===== src/rtl/uart_byte_rx.sv =====
// uart_byte_rx: 8N1 UART receiver, 16x oversampling with 3-sample majority vote per bit.
// Baud is chosen by set_baud, latched at the start edge so a frame always decodes at one rate.
module uart_byte_rx #(
    parameter int SYNC_STAGES = 2
) (
    input  logic       clk,
    input  logic       rst_n,
    input  logic [2:0] set_baud,
    input  logic       rx,
    output logic [7:0] data_byte,
    output logic       rx_done,
    output logic       frame_err,
    output logic       busy
);
    typedef enum logic [1:0] {IDLE, START, DATA, STOP} state_t;
    state_t state_q, state_d;
    logic [SYNC_STAGES-1:0] sync_q;
    logic rx_s, rx_prev_q, fall;
    logic [8:0] div_sel, div_m1_q, div_m1_d, div_q, div_d;
    logic [3:0] s_q, s_d;
    logic [2:0] bit_q, bit_d;
    logic [1:0] smp_q, smp_d;
    logic [7:0] shift_q, shift_d, data_q, data_d;
    logic done_q, done_d, err_q, err_d;
    logic tick, decide, maj;

    assign rx_s    = sync_q[SYNC_STAGES-1];
    assign fall    = rx_prev_q & ~rx_s;
    assign div_sel = set_baud == 3'd1 ? 9'd162 :
                     set_baud == 3'd2 ? 9'd80  :
                     set_baud == 3'd3 ? 9'd53  :
                     set_baud == 3'd4 ? 9'd26  : 9'd324;
    assign tick    = div_q == div_m1_q;
    assign decide  = tick && s_q == 4'd8;
    // samples at s=6,7 are stored; the s=8 sample is the live synchronized line
    assign maj     = (smp_q[1] & smp_q[0]) | (smp_q[1] & rx_s) | (smp_q[0] & rx_s);

    assign data_byte = data_q;
    assign rx_done   = done_q;
    assign frame_err = err_q;
    assign busy      = state_q != IDLE;

    always_ff @(posedge clk) begin
        if (!rst_n) begin
            sync_q    <= '1;
            rx_prev_q <= 1'b1;
            state_q   <= IDLE;
            div_m1_q  <= 9'd324;
            div_q     <= '0;
            s_q       <= '0;
            bit_q     <= '0;
            smp_q     <= '0;
            shift_q   <= '0;
            data_q    <= '0;
            done_q    <= 1'b0;
            err_q     <= 1'b0;
        end else begin
            sync_q    <= {sync_q[SYNC_STAGES-2:0], rx};
            rx_prev_q <= rx_s;
            state_q   <= state_d;
            div_m1_q  <= div_m1_d;
            div_q     <= div_d;
            s_q       <= s_d;
            bit_q     <= bit_d;
            smp_q     <= smp_d;
            shift_q   <= shift_d;
            data_q    <= data_d;
            done_q    <= done_d;
            err_q     <= err_d;
        end
    end

    always_comb begin
        state_d  = state_q;
        div_m1_d = div_m1_q;
        div_d    = '0;
        s_d      = s_q;
        bit_d    = bit_q;
        smp_d    = smp_q;
        shift_d  = shift_q;
        data_d   = data_q;
        done_d   = 1'b0;
        err_d    = err_q;
        if (state_q == IDLE) begin
            s_d   = '0;
            bit_d = '0;
            if (fall) begin
                state_d  = START;
                div_m1_d = div_sel;
            end
        end else begin
            div_d = tick ? 9'd0 : div_q + 9'd1;
            if (tick) s_d = s_q + 4'd1;
            if (tick && (s_q == 4'd6 || s_q == 4'd7)) smp_d = {smp_q[0], rx_s};
            if (decide && state_q == START && maj) state_d = IDLE;
            if (decide && state_q == DATA) shift_d = {maj, shift_q[7:1]};
            if (decide && state_q == STOP) begin
                data_d  = shift_q;
                err_d   = ~maj;
                done_d  = 1'b1;
                state_d = IDLE;
            end
            if (tick && s_q == 4'd15 && state_q == START) state_d = DATA;
            if (tick && s_q == 4'd15 && state_q == DATA) begin
                bit_d = bit_q + 3'd1;
                if (bit_q == 3'd7) state_d = STOP;
            end
        end
    end
endmodule


===== config.mk =====
export PLATFORM = sky130hd
export DESIGN_NAME = uart_byte_rx
export DESIGN_NICKNAME = d
export VERILOG_FILES = /design/src/rtl/uart_byte_rx.sv
export SDC_FILE = /design/constraint.sdc
export NUM_CORES = 1
export LEC_CHECK = 0
export CAP_MARGIN = 20
export CORE_MARGIN = 3
export CORE_UTILIZATION = 38
export CTS_CLUSTER_SIZE = 25
export DETAILED_ROUTE_END_ITERATION = 10
export GPL_TIMING_DRIVEN = 0
export HOLD_SLACK_MARGIN = 0.02
export MAX_ROUTING_LAYER = met4
export SETUP_SLACK_MARGIN = 0.05
export SLEW_MARGIN = 10
export SYNTH_ARGS = -nofsm -noshare
export SYNTH_HDL_FRONTEND = slang
export SYNTH_SLANG_ARGS = --single-unit

===== constraint.sdc =====
create_clock -name clk -period 2.4 [get_ports clk]
set_input_delay 0.24 -clock clk [delete_from_list [all_inputs] [get_ports clk]]
set_output_delay 0.24 -clock clk [all_outputs]
set_load 0.05 [all_outputs]

Yosys cells after proc, flatten, opt, wreduce, memory -nomap -nowiden
Index checks and enable logic that the tools add are counted.
{"block": "word_totals", "reg_bits": 50, "output_inout_bits": 11, "word_cells": 69}
{"block": "classes", "add_sub_neg": 3, "bitwise_logic": 10, "n_mux": 12, "reduce_logical": 18, "eq_ne": 14}
{"op": "$mux 9", "count": 4}
{"op": "$mux 2", "count": 7}
{"op": "$add 9x1->9 const B", "count": 1}
{"op": "$eq 9x9->1", "count": 1}
{"op": "$logic_and 1x1->1", "count": 9}
{"op": "$eq 4x3->1 const B", "count": 2}
{"op": "$eq 4x4->1 const B", "count": 2}
{"op": "$reduce_and 2->1", "count": 4}
{"op": "$eq 3x2->1 const B", "count": 2}
{"op": "$eq 3x3->1 const B", "count": 2}
{"op": "$add 4x1->4 const B", "count": 1}
{"op": "$and 1x1->1", "count": 4}
{"op": "$eq 2x2->1 const B", "count": 2}
{"op": "$not 1->1", "count": 4}
{"op": "$add 3x1->3 const B", "count": 1}
{"op": "$eq 3x1->1 const B", "count": 1}
{"op": "$reduce_or 3->1", "count": 1}
{"op": "$eq 2x1->1 const B", "count": 1}
{"op": "$logic_not 2->1", "count": 1}
{"op": "$ne 2x2->1 const B", "count": 1}
{"op": "$or 1x1->1", "count": 2}
{"op": "$reduce_bool 2->1", "count": 1}
{"op": "$reduce_or 2->1", "count": 1}
{"op": "$logic_or 1x1->1", "count": 1}
{"op": "$mux 1", "count": 1}

Longest topological paths before layout
Gate-level depths: netlist of the first run.
{"block": "logic_depth", "word_depth": 10, "depth_mapped": 8, "ltp_nobuf": 7}

Least setup slack after synthesis of the first run
Ideal clock, no wire load.
{"block": "synth_path", "path_kind": "register -> register", "start": "register state_q[1]", "end": "register div_m1_q[5]", "setup_ns": 0.115, "path_stages_with_launch": 9, "n_path_buf": 3, "required_time_ns": 2.285, "slack_ns": 0.635, "arrival_time_ns": 1.650, "path_cell_list": "dfxtp_1 -> or2_1 -> buf_2 -> or2_2 -> clkbuf_1 -> buf_2 -> nand2_1 -> o21ai_0 -> and2_1"}
{"block": "synth_via", "elab_chain_cells": 2}
{"element": "start: declaration", "line": "16", "text": "state_t state_q, state_d;"}
{"element": "start signal: assignment", "line": "60", "text": "state_q <= state_d;"}
{"element": "$logic_not 2->1", "line": "84", "text": "if (state_q == IDLE) begin"}
{"element": "$reduce_and 2->1 (no source line)"}
{"element": "end signal: assignment", "line": "61", "text": "div_m1_q <= div_m1_d;"}
{"element": "end: declaration", "line": "19", "text": "logic [8:0] div_sel, div_m1_q, div_m1_d, div_q, div_d;"}
Every way passes these cells.
A chain may end at the register's enable or synchronous reset.

Worst setup path after layout of the first run
{"block": "layout_path", "start": "register state_q[1]", "end": "output busy"}
{"block": "layout_via", "elab_chain_cells": 1}
{"element": "$reduce_bool 2->1", "line": "41", "text": "assign busy = state_q != IDLE;"}
{"element": "end: declaration", "line": "13", "text": "output logic busy"}
Every way passes these cells.

==> results of run 1 <==
[logic make-up (layout without fill, tap and decap cells)]
family	count (synthesis)	in the layout	synth area share, %
simple gates	101	101	23.3
flops	50	50	46.3
xor+xnor	22	22	8.91
mux	22	22	10.2
compound gates	17	17	4.75
buf+inv	14	37	2.60
fa+ha+maj	7	7	3.94
[per-layer routing]
layer,part of all wire (%),vias up,global-route usage [%]
met3,2.7,5,3.62
met1,50,715,17.1
met4,1.4,0,6.08
li1,-,824,-
met2,46,15,21.3
met5,0,-,-
[worst max-delay path, stage by stage (launching register included)]
cell and delay (ns):
dfxtp_1 0.43, or2_1 0.13, buf_2 0.15, clkdlybuf4s50_1 0.81
[layout make-up]
type / count / share of cell area (%)
multi-input combinational: 169 / 44.2
sequential: 50 / 40.1
timing repair buffer: 15 / 6.01
tap: 70 / 3.51
clock buffer: 6 / 3.30
buffer: 9 / 1.50
inverter: 5 / 0.751
clock inverter: 2 / 0.651
[registers in the layout, indices dropped and copies added, names as in the netlist]
register and flops:
rx_prev_q 1, state_q 2, rx_done 1, div_m1_q 9, div_q 9, smp_q 2
sync_q 2, s_q 4, data_byte 8, bit_q 3, frame_err 1, shift_q 8
[placed cells by master, fill, tap and decap left out, types with 2 or more instances in the layout]
cell type,Yosys,routed
a21oi_1,5,5
and2_1,2,2
buf_2,3,3
clkbuf_1,6,6
clkbuf_8,0,6
clkdlybuf4s50_1,0,15
dfxtp_1,50,50
ha_1,6,6
inv_1,5,5
mux2i_1,22,22
nand2_1,33,33
nand2b_1,6,6
nand3_1,10,10
nand4_1,4,4
nor2_1,27,27
nor2b_1,5,5
nor3_1,3,3
o21ai_0,7,7
o221ai_1,2,2
or3_1,2,2
xnor2_1,8,8
xor2_1,14,14
[report_power, final]
part | internal (mW) | switching [mW] | leakage (nW)
combinational | 0.0375 | 0.0649 | 0.505
sequential | 0.842 | 0.0124 | 0.404
clock | 0.238 | 0.286 | 0.0478
total | 1.12 | 0.363 | 0.957
[metrics by stage]
| step | util [%] | hold WS (ns) |
|---|---|---|
| global route | 47.1 | 0.432 |
| CTS | 47.1 | 0.391 |
| finish | 47.1 | 0.404 |
| detailed placement | 45.3 | 0.404 |
| floorplan | - | 0.341 |
| global placement | 45.3 | 0.389 |
[worst paths after layout]
path / startpoint / endpoint / slack, ns / depth (start not counted)
worst max-delay path: state_q[1] / busy / 0.34 / 3
worst min-delay path: set_baud[2] / div_m1_q[6] / 0.40 / 4
worst max register to register: div_q[2] / data_byte[5] / 0.47 / 5
worst min register to register: sync_q[0] / sync_q[1] / 0.42 / 1
==> impl_metrics.env, run 1 <==
export IMPL_cp_required_ns=2.16
export IMPL_max_freq_mhz=485
export IMPL_ys_seq_area_share_pct=46.3
export IMPL_totalNegativeSetupSlack_ns=0
export IMPL_place_worst_setup_slack_ns=0.447
export IMPL_arrival_ns=1.82
export IMPL_grt_usage_pct=13.9
export IMPL_clockBufferDepth=2
export IMPL_io_pin_count=17
export IMPL_synth_edf_count=0
export IMPL_cts_made_buffers=5
export IMPL_yosys_warnings=0
export IMPL_layoutNonFillerInstCount=326
export IMPL_wl_mm=3.89
export IMPL_yosys_cell_count_top_type="dfxtp_1"
export IMPL_vias=1559
export IMPL_synth_net_count=245
export IMPL_cp_max_fo=8
export IMPL_drive_gt1_share_pct=6.64
export IMPL_vias_per_cell=4.78
export IMPL_syn_inst=233
export IMPL_antenna_cells=0
export IMPL_antenna_left=0
export IMPL_maxSlewViolCount=0
export IMPL_design_area_mm2=0.00250
export IMPL_routedWlPerCell_um=11.9
export IMPL_start_util_pct=40.8
export IMPL_drcViolationCount=0
export IMPL_crit_path_start_kind="register"
export IMPL_h_tree_depth=2
export IMPL_cts_resized=0
export IMPL_yosys_cell_types_count=33
export IMPL_fin_ws_ns=0.336
export IMPL_multiInputGateArea_mm2=0.00110
export IMPL_clk_latency_ns=0.30
export IMPL_powerDensity_mw_per_mm2=592
export IMPL_fp_dieArea_mm2=0.00663
export IMPL_holdBufCountCts=0
export IMPL_rows=26
export IMPL_drtIter0Drc=53
export IMPL_seqCellArea_mm2=0.00100
export IMPL_place_area_mm2=0.00240
export IMPL_drt_first_pass_iters=4
export IMPL_io_buffers=15
export IMPL_ys_top_cells_by_count="dfxtp_1, nand2_1, nor2_1"
export IMPL_finalCritPeriodShare_pct=86.0
export IMPL_hold_class="primary input to register"
export IMPL_routabilityCongestion=0.785
export IMPL_die_w_um=81.4
export IMPL_path_clk_slew_ns=0.09
export IMPL_total_power_mw=1.48
export IMPL_syn_area_mm2=0.00216
export IMPL_cts_root_buf="clkbuf_8"
export IMPL_setup_viol=0
export IMPL_worstSetupPathType="register to output pin"
export IMPL_ys_seq_elements=50
export IMPL_grt_first_pass_wirelength_mm=6.89
export IMPL_grt_pass1_vias=1562
export IMPL_synth_area_top_cells="dfxtp_1, mux2i_1, nand2_1"
export IMPL_die_h_um=81.4
export IMPL_p_leak_nw=0.957
export IMPL_syn_avg_cell_area_um2=9.28
export IMPL_synth_top_area_share_pct=46.3
export IMPL_final_net_count=267
export IMPL_hold_violations=0
export IMPL_postCtsSetupRepairBufs=0
export IMPL_cts_num_sinks=50
export IMPL_outcome="completed"
export IMPL_min_period_ns=2.06
export IMPL_worst_pin_slew_ns=0.497
export IMPL_fp_coreArea_mm2=0.00530
export IMPL_synth_main_ff_cell="dfxtp_1"
export IMPL_syn2layout_area_growth_pct=15.6
export IMPL_cp_end_kind="output pin"
export IMPL_grt_ovfl_total=0
export IMPL_peakVddDrop_v=0.000300
export IMPL_async_reset_ff_share_pct=0
export IMPL_antenna_found_initial=0
export IMPL_yosysTopAreaCell="dfxtp_1"
export IMPL_dp_hpwl_mm=2.88
export IMPL_cap_violations=0
export IMPL_grt_max_degree=17
export IMPL_dpl_cell_count=318
export IMPL_tritoncts="built"
export IMPL_num_fill_cells=526
export IMPL_clock_skew_ns=0.00957
export IMPL_max_slew_margin_pct=66.6
export IMPL_rsz0062_at_grt="false"
(Power assumes the default switching activity.)
==> run 2, diff against run 1 <==
PLACE_DENSITY_LB_ADDON = 0.08   (was default)
==> impl_metrics.env, run 2 (synthesized netlist as in run 1, its figures left out) <==
export IMPL_outcome="completed"
export IMPL_wl_mm=4.04
export IMPL_grt_ovfl_total=0
export IMPL_grtUsageMet2_pct=21.3
export IMPL_ff2ff_path_depth=5
export IMPL_powerDensity_mw_per_mm2=614
export IMPL_die_h_um=81.4
export IMPL_internal_power_mw=1.19
export IMPL_r2r_slack_ns=0.47
export IMPL_worstSetupPathType="register to output pin"
export IMPL_place_worst_setup_slack_ns=0.421
export IMPL_p_seq_share_pct=55.5
export IMPL_sw_frac_of_total_pct=22.6
export IMPL_antenna_cells=0
export IMPL_cp_required_ns=2.16
export IMPL_cp_end_kind="output pin"
export IMPL_fp_dieArea_mm2=0.00663
export IMPL_final_cell_mix="dfxtp_1, nand2_1, nor2_1"
export IMPL_slowest_delay_ns=0.81
export IMPL_grt_pass1_vias=1469
export IMPL_num_fill_cells=550
export IMPL_design_area_mm2=0.00251
export IMPL_use_met3_pct=3.95
export IMPL_switching_power_mw=0.349
export IMPL_maxSlewViolCount=0
export IMPL_syn2layout_area_growth_pct=15.9
export IMPL_io_pin_count=17
export IMPL_cap_violations=0
export IMPL_finalCritPeriodShare_pct=85.9
export IMPL_peakVddDrop_v=0.000334
export IMPL_rows=26
export IMPL_worst_pin_slew_ns=0.501
export IMPL_vias_per_cell=4.79
export IMPL_hold_class="primary input to register"
export IMPL_clockBufferDepth=2
export IMPL_combinationalPowerShare_pct=6.7
export IMPL_routedWlPerCell_um=12.4
export IMPL_grt_met1_usage_pct=17.6
export IMPL_routabilityCongestion=0.742
export IMPL_grt_max_degree=15
export IMPL_drtIter0Drc=60
export IMPL_cts_num_sinks=50
export IMPL_min_period_ns=2.06
export IMPL_clk_latency_ns=0.30
export IMPL_drive_gt1_share_pct=5.86
export IMPL_cts_made_buffers=5
export IMPL_final_common_cell="dfxtp_1"
export IMPL_io_buffers=15
export IMPL_clockPowerShare_pct=37.8
export IMPL_place_area_mm2=0.00240
export IMPL_drcViolationCount=0
export IMPL_r2r_start="div_q[2]"
export IMPL_antenna_left=0
export IMPL_hold_violations=0
export IMPL_drt_first_pass_iters=4
export IMPL_holdBufCountCts=0
export IMPL_antenna_found_initial=0
export IMPL_arrival_ns=1.82
export IMPL_regToRegEndpoint="data_byte[1]"
export IMPL_crit_chain="or2_1 -> buf_2 -> clkdlybuf4s50_1"
export IMPL_grt_first_pass_wirelength_mm=6.89
export IMPL_reg_top3="div_m1_q x9, div_q x9"
export IMPL_totalNegativeSetupSlack_ns=0
export IMPL_final_net_count=267
export IMPL_dp_hpwl_mm=2.87
export IMPL_startpoint="state_q[1]"
export IMPL_p_leak_nw=0.962
export IMPL_path_clk_slew_ns=0.09
export IMPL_postCtsSetupRepairBufs=0
export IMPL_slowest_stage="clkdlybuf4s50_1"
export IMPL_fin_ws_ns=0.337
export IMPL_setup_viol=0
export IMPL_holdPathStages=3
export IMPL_rsz0062_at_grt="false"
export IMPL_max_freq_mhz=485
export IMPL_crit_path_start_kind="register"
export IMPL_max_slew_margin_pct=66.5
export IMPL_clock_skew_ns=0.00598
export IMPL_h_tree_depth=2
export IMPL_worstSetupEndpoint="busy"
export IMPL_grt_usage_pct=13.9
export IMPL_die_w_um=81.4
export IMPL_cts_resized=0
export IMPL_cp_max_fo=8
export IMPL_fp_coreArea_mm2=0.00530
export IMPL_busiest_layer="met2"
export IMPL_tritoncts="built"
export IMPL_cts_root_buf="clkbuf_8"
export IMPL_vias=1560
export IMPL_start_util_pct=40.8
## run 2: changes by cell type in the layout (fill, tap and decap cells not counted)
cell | before | now
inv_6 | 1 | 0
clkinvlp_4 | 1 | 0
clkbuf_8 | 6 | 5
bufinv_16 | 0 | 1
clkbuf_1 | 6 | 8
## run 2: area by class of cell
cell class	count	area (um2)	area share (%)
clock buffer	7	76.3	3.05
buffer	9	37.5	1.50
clock inverter	1	30.0	1.20
sequential	50	1000	39.9
multi-input combinational	169	1100	44.1
inverter	5	18.8	0.749
timing repair buffer	15	150	5.99
tap	70	87.6	3.49
## run 2: through the flow
stage / hold slack [ns] / std cells / util [%] / total power [mW]
after floorplan: 0.341 / 233 / - / 0.944
after global placement: 0.389 / 318 / 45.3 / 0.978
after detailed placement: 0.394 / 318 / 45.3 / 0.979
after CTS: 0.412 / 326 / 47.3 / 1.56
after global routing: 0.429 / 326 / 47.3 / 1.62
final: 0.411 / 326 / 47.3 / 1.54
## run 2: critical path: cells and delay by family, from the launching register on
family                 cells  cell delay (ns)
DFF                        1             0.44
and+or+nand+nor            1             0.13
buffers and inverters      2             0.96
## run 2: routing by layer
layer / share of wire (%) / wire, um / up-vias
met3: 3.1 / 126 / 6
met5: 0 / 0 / -
met2: 45 / 1810 / 21
met1: 51 / 2040 / 713
li1: - / - / 820
met4: 1.4 / 57 / 0
## run 2: worst min path at each step
stage                startpoint           to  slack (ns)
finish              set_baud[2]  div_m1_q[8]        0.41
global route          sync_q[0]    sync_q[1]        0.43
CTS                 set_baud[2]  div_m1_q[8]        0.41
detailed placement    sync_q[0]    sync_q[1]        0.39
global placement      sync_q[0]    sync_q[1]        0.39
floorplan                    rx    sync_q[0]        0.34
## run 2: power groups by stage
stage	clock (mW)	sequential, mW	combinational, mW
floorplan	0	0.870	0.0737
global placement	0	0.874	0.104
detailed placement	0	0.874	0.105
CTS	0.602	0.854	0.106
global route	0.649	0.856	0.115
finish	0.582	0.854	0.103
